<file path="src/rtl/bcd_countdown_timer.sv">
// ============================================================================
// Module   : bcd_countdown_timer
// Brief    : BCD mm:ss countdown with keypad entry and run/pause/done control.
//            Optional end-of-cook alarm enabled by macro TIMER_ALARM_EN.
// Revision : 1.0 - initial release
// ============================================================================
`timescale 1ns/1ps
`default_nettype none

module bcd_countdown_timer #(
  parameter int MIN_DIGITS = 1,
  parameter int TICK_DIV   = 50000000,
  parameter int ALARM_SECS = 3
) (
  input  logic                    clk,
  input  logic                    clrn,
  input  logic [3:0]              digit_in,
  input  logic                    digit_valid,
  input  logic                    start,
  input  logic                    pause,
  input  logic                    cancel,
  output logic [3:0]              sec_ones,
  output logic [3:0]              sec_tens,
  output logic [4*MIN_DIGITS-1:0] mins,
  output logic                    running,
  output logic                    zero,
  output logic                    done,
  output logic                    alarm
);

  localparam int MW = 4 * MIN_DIGITS;
  localparam int PW = $clog2(TICK_DIV);

  localparam logic [1:0] S_IDLE  = 2'd0;
  localparam logic [1:0] S_RUN   = 2'd1;
  localparam logic [1:0] S_PAUSE = 2'd2;
  localparam logic [1:0] S_DONE  = 2'd3;

  logic [1:0]    r_state, w_next;
  logic [3:0]    r_ones, r_tens;
  logic [MW-1:0] r_mins;
  logic [PW-1:0] r_presc;
  logic [MW-1:0] w_mins_shift;
  logic          w_zero, w_presc_last, w_tick, w_digit_ok;

  function automatic logic [MW-1:0] bcd_dec(input logic [MW-1:0] v);
    logic borrow;
    borrow  = 1'b1;
    bcd_dec = v;
    for (int i = 0; i < MIN_DIGITS; i++) begin
      if (borrow) begin
        if (v[4*i +: 4] == 4'd0) begin
          bcd_dec[4*i +: 4] = 4'd9;
        end else begin
          bcd_dec[4*i +: 4] = v[4*i +: 4] - 4'd1;
          borrow            = 1'b0;
        end
      end
    end
  endfunction

  assign w_zero       = (r_ones == 4'd0) && (r_tens == 4'd0) && (r_mins == '0);
  assign w_presc_last = (r_presc == PW'(TICK_DIV - 1));
  assign w_digit_ok   = digit_valid && (digit_in <= 4'd9);

  // The top minute digit falls off the left end on every keypad shift.
  generate
    if (MIN_DIGITS == 1) begin : g_shift_one
      assign w_mins_shift = r_tens;
    end else begin : g_shift_multi
      assign w_mins_shift = {r_mins[MW-5:0], r_tens};
    end
  endgenerate

`ifdef TIMER_ALARM_EN
  localparam int AW = (ALARM_SECS > 1) ? $clog2(ALARM_SECS) : 1;
  logic [AW-1:0] r_alarm_cnt;
  logic          w_alarm_end;

  assign w_tick      = ((r_state == S_RUN) || (r_state == S_DONE)) && w_presc_last;
  assign w_alarm_end = w_tick && (r_state == S_DONE) && (r_alarm_cnt == AW'(ALARM_SECS - 1));

  always_ff @(posedge clk or posedge clrn) begin
    if (clrn) begin
      r_alarm_cnt <= '0;
    end else if (r_state != S_DONE) begin
      r_alarm_cnt <= '0;
    end else if (w_tick) begin
      r_alarm_cnt <= r_alarm_cnt + 1'b1;
    end
  end
`else
  assign w_tick = (r_state == S_RUN) && w_presc_last;
`endif

  always_ff @(posedge clk or posedge clrn) begin
    if (clrn) begin
      r_state <= S_IDLE;
    end else begin
      r_state <= w_next;
    end
  end

  // RUN with all-zero digits is the single done cycle before DONE.
  always_comb begin
    w_next = r_state;
    case (r_state)
      S_IDLE: begin
        if (!cancel && !pause && start && !w_zero) w_next = S_RUN;
      end
      S_RUN: begin
        if (cancel)      w_next = S_IDLE;
        else if (w_zero) w_next = S_DONE;
        else if (pause)  w_next = S_PAUSE;
      end
      S_PAUSE: begin
        if (cancel)              w_next = S_IDLE;
        else if (!pause && start) w_next = S_RUN;
      end
      S_DONE: begin
`ifdef TIMER_ALARM_EN
        if (cancel || start || w_alarm_end) w_next = S_IDLE;
`else
        w_next = S_IDLE;
`endif
      end
      default: w_next = S_IDLE;
    endcase
  end

  always_comb begin
    running = (r_state == S_RUN);
    zero    = w_zero;
    done    = (r_state == S_RUN) && w_zero;
`ifdef TIMER_ALARM_EN
    alarm   = (r_state == S_DONE);
`else
    alarm   = 1'b0;
`endif
  end

  always_ff @(posedge clk or posedge clrn) begin
    if (clrn) begin
      r_ones  <= 4'd0;
      r_tens  <= 4'd0;
      r_mins  <= '0;
      r_presc <= '0;
    end else if (cancel) begin
      r_ones  <= 4'd0;
      r_tens  <= 4'd0;
      r_mins  <= '0;
      r_presc <= '0;
    end else begin
      case (r_state)
        S_IDLE: begin
          r_presc <= '0;
          if (!pause && !start && w_digit_ok) begin
            r_mins <= w_mins_shift;
            r_tens <= r_ones;
            r_ones <= digit_in;
          end
        end
        S_RUN: begin
          if (w_zero) begin
            r_presc <= '0;
          end else if (pause) begin
            // A pending tick is held at the last count rather than lost.
            if (!w_presc_last) r_presc <= r_presc + 1'b1;
          end else begin
            r_presc <= w_presc_last ? '0 : r_presc + 1'b1;
            if (w_tick) begin
              if (r_ones != 4'd0) begin
                r_ones <= r_ones - 4'd1;
              end else if (r_tens != 4'd0) begin
                r_tens <= r_tens - 4'd1;
                r_ones <= 4'd9;
              end else if (r_mins != '0) begin
                r_mins <= bcd_dec(r_mins);
                r_tens <= 4'd5;
                r_ones <= 4'd9;
              end
            end
          end
        end
        S_DONE: begin
          r_presc <= w_presc_last ? '0 : r_presc + 1'b1;
        end
        default: begin
        end
      endcase
    end
  end

  assign sec_ones = r_ones;
  assign sec_tens = r_tens;
  assign mins     = r_mins;

endmodule

`default_nettype wire

</file>
<file path="config.mk">
export PLATFORM = sky130hd
export DESIGN_NAME = bcd_countdown_timer
export DESIGN_NICKNAME = d
export VERILOG_FILES = /design/src/rtl/bcd_countdown_timer.sv
export SDC_FILE = /design/constraint.sdc
export NUM_CORES = 1
export LEC_CHECK = 0
export ABC_AREA = 1
export BUFFER_PORTS_ARGS = -buffer_cell sky130_fd_sc_hd__clkbuf_2
export CORE_MARGIN = 1.5
export CORE_UTILIZATION = 40
export DETAILED_ROUTE_END_ITERATION = 8
export PLACE_DENSITY_LB_ADDON = 0.08
export SLEW_MARGIN = 5
export SYNTH_ARGS = -nofsm -noshare
export SYNTH_HDL_FRONTEND = slang
export SYNTH_SLANG_ARGS = --single-unit
</file>
<file path="constraint.sdc">
create_clock -name clk -period 4.4 [get_ports clk]
set_input_delay 0 -clock clk [delete_from_list [all_inputs] [get_ports clk]]
set_output_delay 0 -clock clk [all_outputs]
set_load 0.02 [all_outputs]
</file>
* Word level (Yosys, flattened, before mapping)
Index checks and enable logic that the tools add are counted.
** Word-level totals
- Bits in registers :: 40
- Output and inout bits :: 16
- Logic and storage cells :: 97
** Cells by class
- Add/sub/neg operators :: 4
- $lt $le $gt $ge :: 1
- Equal/unequal tests :: 17
- Multiplexer cells :: 41
- Reduce and logical (&&, ||, !) cells :: 29
** Operators with widths (number)
- two-way mux 26 bit :: 5
- two-way mux 4 bit :: 25
- one-hot mux 26 bit (3 select lines) :: 1
- adder 26 x 1 -> 26 bit, second input constant :: 1
- equality test 26 bit, second input constant :: 1
- one-hot mux 4 bit (2 select lines) :: 3
- != test 3 bit, second input constant :: 6
- nonzero test 4 bit :: 4
- zero test 4 bit :: 3
- two-way mux 2 bit :: 6
- subtractor 4 x 1 -> 4 bit, second input constant :: 3
- logical AND 1 bit :: 11
- one-hot mux 2 bit (4 select lines) :: 1
- AND reduction 8 bit :: 1
- AND reduction 7 bit :: 1
- != test 3 x 2 -> 1 bit, second input constant :: 2
- AND reduction 6 bit :: 1
- != test 5 x 2 -> 1 bit, second input constant :: 1
- != test 5 bit, second input constant :: 1
- equality test 2 bit, second input constant :: 2
- <= comparator 4 bit, second input constant :: 1
- zero test 1 bit :: 4
- != test 4 x 2 -> 1 bit, second input constant :: 1
- != test 4 x 3 -> 1 bit, second input constant :: 1
- 6 further kinds :: 6

* Depth between registers and ports, before layout
- Depth in word-level cells :: 10
- Mapped depth :: 15
- Mapped depth without buffers :: 14

* Worst setup path after synthesis
Ideal clock, no wire load.
- Path type :: register -> register
- Start point :: register r_state[1]
- End point :: register r_mins[0], in the netlist mins[0]
- Setup time :: 0.076 ns
- Arrival :: 1.878 ns
- Required time :: 4.324 ns
- Path slack :: 2.445 ns
- Stages on the path, launching flop included :: 14
- Period minus slack after synthesis :: 1.955 ns
- Path through :: dfrtp_1 -> inv_1 -> ha_1 -> buf_6 -> inv_4 -> nor2_8 -> inv_2 -> nor3_2 -> nand2_1 -> nand2_1 -> nor2_4 -> nand2_2 -> nand2_1 -> o21ai_1
** On the way
- Word-level cells in the longest chain between the ends :: 4
- Elaborated cells between the ends (all ways) :: 14
- Those cells by class :: eq/ne (8); mux (2); reduce/logical (4)
** RTL lines
- from (decl) :: line 39 : logic [1:0] r_state, w_next;
- from (signal assigned) :: line 100 : r_state <= w_next;
- equality test 2 x 1 -> 1 bit (*)
- via running :: line 25 : output logic running,
- logical AND 1 bit :: line 93 : assign w_tick = (r_state == S_RUN) && w_presc_last;
- != test 3 x 2 -> 1 bit (no line)
- AND reduction 8 bit (no line)
- to (signal assigned) :: line 158 : r_mins <= w_mins_shift;
- to (signal assigned) :: line 178 : r_mins <= bcd_dec(r_mins);
- to (decl) :: line 41 : logic [MW-1:0] r_mins;
The timed path passes the listed nets; every way through them passes the cells marked *.
A chain may end at the register's enable or synchronous reset.

* Worst setup path after layout
- Start point :: register r_state[1]
- End point :: register r_presc[5]
** On the way
- Word-level cells in the longest chain between the ends :: 3
- Elaborated cells between the ends (all ways) :: 8
- Those cells by class :: eq/ne (3); mux (2); reduce/logical (3)
** RTL lines
- equality test 2 x 1 -> 1 bit, or another cell as far along :: line 154 : case (r_state)
- != test 5 bit (no line), or another cell as far along
- AND reduction 2 bit (no line) / two-way mux 26 bit (equally long branches)
- to (signal assigned) :: line 168 : if (!w_presc_last) r_presc <= r_presc + 1'b1;
- to (signal assigned) :: line 170 : r_presc <= w_presc_last ? '0 : r_presc + 1'b1;
- to (signal assigned) :: line 186 : r_presc <= w_presc_last ? '0 : r_presc + 1'b1;
- to (decl) :: line 42 : logic [PW-1:0] r_presc;
Parallel ways exist; a longest one is shown, timed or not.

==> summary.txt <==
Die
  – Die W: 91.06 um
  – Initial Util: around 42%
  – Die Y: 91.06 um
  – Cell Rows: 31
  – Die area: 8292 um^2
  – Ports: 26
  – Core Area: 7370 um^2

Yosys
  – Synthesized flop and latch total: 40
  – Top-count cell post-synth: nand2_1
  – Sequential area share after synthesis: between 30 and 40%
  – Fraction of registers with async set/reset: 100.0%
  – Largest area contributor in the netlist: dfrtp_1
  – Area share of the largest cell type after synthesis: 32.27%
  – Yosys Warn Count: 0
  – Netlist cell types: 35
  – Synth area leaders: dfrtp_1 32%, nand2_1 16%, nor2_1 7.1%, nand3_1 6.9%, inv_1 5.1%
  – Cells after Synth: about 470
  – Avg Inst Size Synth: 6.670 um^2
  – Post-synth top cells: 134 x nand2_1, 59 x nor2_1, 43 x nand3_1
  – Synth Net Count: a little under 500
  – Post-synth EDFFs: 0
  – Top FF cell, synth: dfrtp_1
  – Synth Cell Area: 3102 um^2

Outcome
  – Outcome: finished, final reports clean

STA
  – Relative slew slack: 59.59%
  – Final setup viols: 0
  – Tmin final: roughly 3 ns
  – RSZ-0062 raised after global routing: no
  – Slew @ Worst Pin: 0.6015 ns
  – Fin Clk Skew: ~0.0069 ns
  – Final Hold Viols: 0
  – Fmax achieved: 343.1 MHz
  – Setup TNS: 0 ns
  – Tcrit/Tclk final: 66.24%
  – Fin. max-slew vios: 0

Setup path
  – Critical Path Source Type: flip-flop
  – Critical path cell sequence: inv_1, ha_1, inv_4, nor2_8, nand2_1, a21oi_1, nand2_1, nand2_1, inv_2, nand2_4, inv_4, nor2_2
  – Worst-path maximum fanout: 25
  – Critical path launch point: r_state[1]
  – Worst R2R End: r_presc[5]
  – Slowest CP cell: ha_1
  – Critical path arrival: 3.15 ns
  – Worst reg2reg startpoint: r_state[1]
  – Worst Setup End Kind: flip-flop
  – Slowest stage delay, CP: 0.43 ns
  – Reg-to-reg slack, setup: 1.49 ns
  – Critical path's most frequent cell: nand2_1
  – Crit path required time: roughly 4.6 ns
  – Crit path kind: flip-flop to flip-flop
  – R2R cell count: 12

CTS
  – TritonCTS sink count: 40
  – TritonCTS clock tree: built
  – Htree depth: 2
  – Total CTS buffers: 5
  – Clock-pin transition on the worst setup and hold timing paths: 0.08 ns
  – Post-CTS setup buffers: 0
  – Max Root-Sink Buffers: 2
  – Root buffer cell: clkbuf_8
  – Clk_lat worst skew: 0.30 ns

Route
  – Post-route ant nets: 0
  – Detailed Routing Iterations Pass 1: 5
  – Initial DRC Count: 255
  – # DRC: 0
  – Vias: roughly 3000
  – Routed WL: 8.191 mm
  – DR vias/cell: 5.131
  – Routed len/inst: 13.93 um

Global routing
  – Overflow left after global routing: 0
  – First-pass GRT wire length: 13.96 mm
  – Number of global-route vias before repair: about 2800
  – Largest net degree at the start of global routing: 41
  – Total GRT Usage: 21.13%
  – Initial antenna violation count: 0

Cells and area
  – # diodes: 0
  – Layout cells sized above 1: 15.95%
  – Post-route cell area: about 3400 um^2
  – Fin util: 45.77%
  – Post-layout nets: 504
  – P&R area growth vs syn: 8.754%
  – Fin cells: slightly below 600

Job
  – MaxCap Viol Count: 0

Placement
  – Port Buf Inserts: 24
  – Placed Instances: 579
  – Dpl cell area: 3269 um^2
  – Routability cong.: 0.9619
  – Detail Placement HPWL: 6.379 mm

Worst hold path
  – Startpoint of the worst hold path: digit_in[2]
  – Hold Path Sink: sec_ones[2]
  – Hold Path Depth: 3
  – Worst Hold Class: primary input to flip-flop

Power
  – Max VDD drop: 0.3139 mV
  – Pwr dens: 493.2 nW/um^2
  – Overall Power: 1.664 mW
  – Leak pwr: 1.536 nW
[per-stage QoR]
step                      hold slack (ns)  worst slack [ns]
final                             0.02570             1.485
after CTS                         0.02618             1.484
after detailed placement           0.1412             1.491
after global routing              0.05296             1.101
after floorplan                    0.1548             2.445
after global placement             0.1378             1.649
[registers in the layout, summed over array words and instances, names as in the netlist]
signal	cells
mins	4
r_presc	26
r_state	2
sec_tens	4
sec_ones	4
[placed cells by master (no fill, tap or decap)]
cell type	count
a21oi_1	16
a22oi_1	2
a311oi_1	1
a31oi_1	1
a32oi_1	1
buf_4	1
clkbuf_1	1
clkbuf_2	24
clkbuf_8	6
clkinv_1	1
clkinvlp_4	1
conb_1	1
dfrtp_1	40
dlygate4sd3_1	1
ha_1	6
inv_1	41
inv_2	8
inv_4	3
nand2_1	134
nand2_2	6
nand2_4	4
nand3_1	43
nand3_2	1
nand3b_1	2
nand4_1	13
nor2_1	59
nor2_2	14
nor2_4	5
nor2_8	1
nor3_1	8
nor3_2	3
nor3_4	1
o21a_1	1
o21ai_0	24
o21ai_1	6
o21bai_1	2
xor2_1	7
[layer usage]
metal,part of all wire [%],up-vias,track usage (%)
li1,-,1543,-
met1,50,1384,31.57
met2,43,84,31.84
met3,5.6,6,3.183
met4,0.83,0,4.948
met5,0,-,0
[timing repair]
action                    4_1_cts  5_1_grt
hold endpoints to repair       40        0
gates resized for setup         0        0
hold buffers                    1        0
[cells by family (layout without fill, tap and decap cells)]
logic type,Yosys count,after routing,share of synthesized area [%]
and+or+nand+nor,294,294,44.45
adders and majority gates,6,6,2.420
other,1,1,0.1209
buffers and inverters,63,87,9.358
xor gates and xnor gates,7,7,1.977
DFF,40,40,32.27
AOI/OAI and AO/OA,54,54,9.399
[report_power, final]
part	internal, mW	switching (mW)
Sequential	0.421	0.0791
Combinational	0.252	0.646
Clock	0.128	0.138
[cell type report]
type,instances,area [um^2]
Inverter,53,206.4
Timing Repair Buffer,26,137.6
Clock inverter,1,7.507
Tap cell,99,123.9
Multi-Input combinational cell,362,1810
Sequential cell,40,1001
Fill cell,767,3996
Clock buffer,7,86.33
[worst max-delay path, delay by kind of cell, from the launching register on]
kind	cells	cell delay (ns)
buf+inv	4	0.65
flops	1	0.41
simple gates	6	1.20
compound gates	1	0.15
fa+ha+maj	1	0.43
[worst max path at each step]
| stage | end | slack [ns] | cells past startpoint |
|---|---|---|---|
| after detailed placement | r_presc[13] | 1.49 | 12 |
| after CTS | r_presc[5] | 1.48 | 12 |
| after global routing | r_presc[14] | 1.10 | 12 |
| after global placement | r_presc[13] | 1.65 | 11 |
| final | r_presc[5] | 1.49 | 12 |
| after floorplan | mins[0] | 2.45 | 13 |
Power figures use the tool's default switching activity.
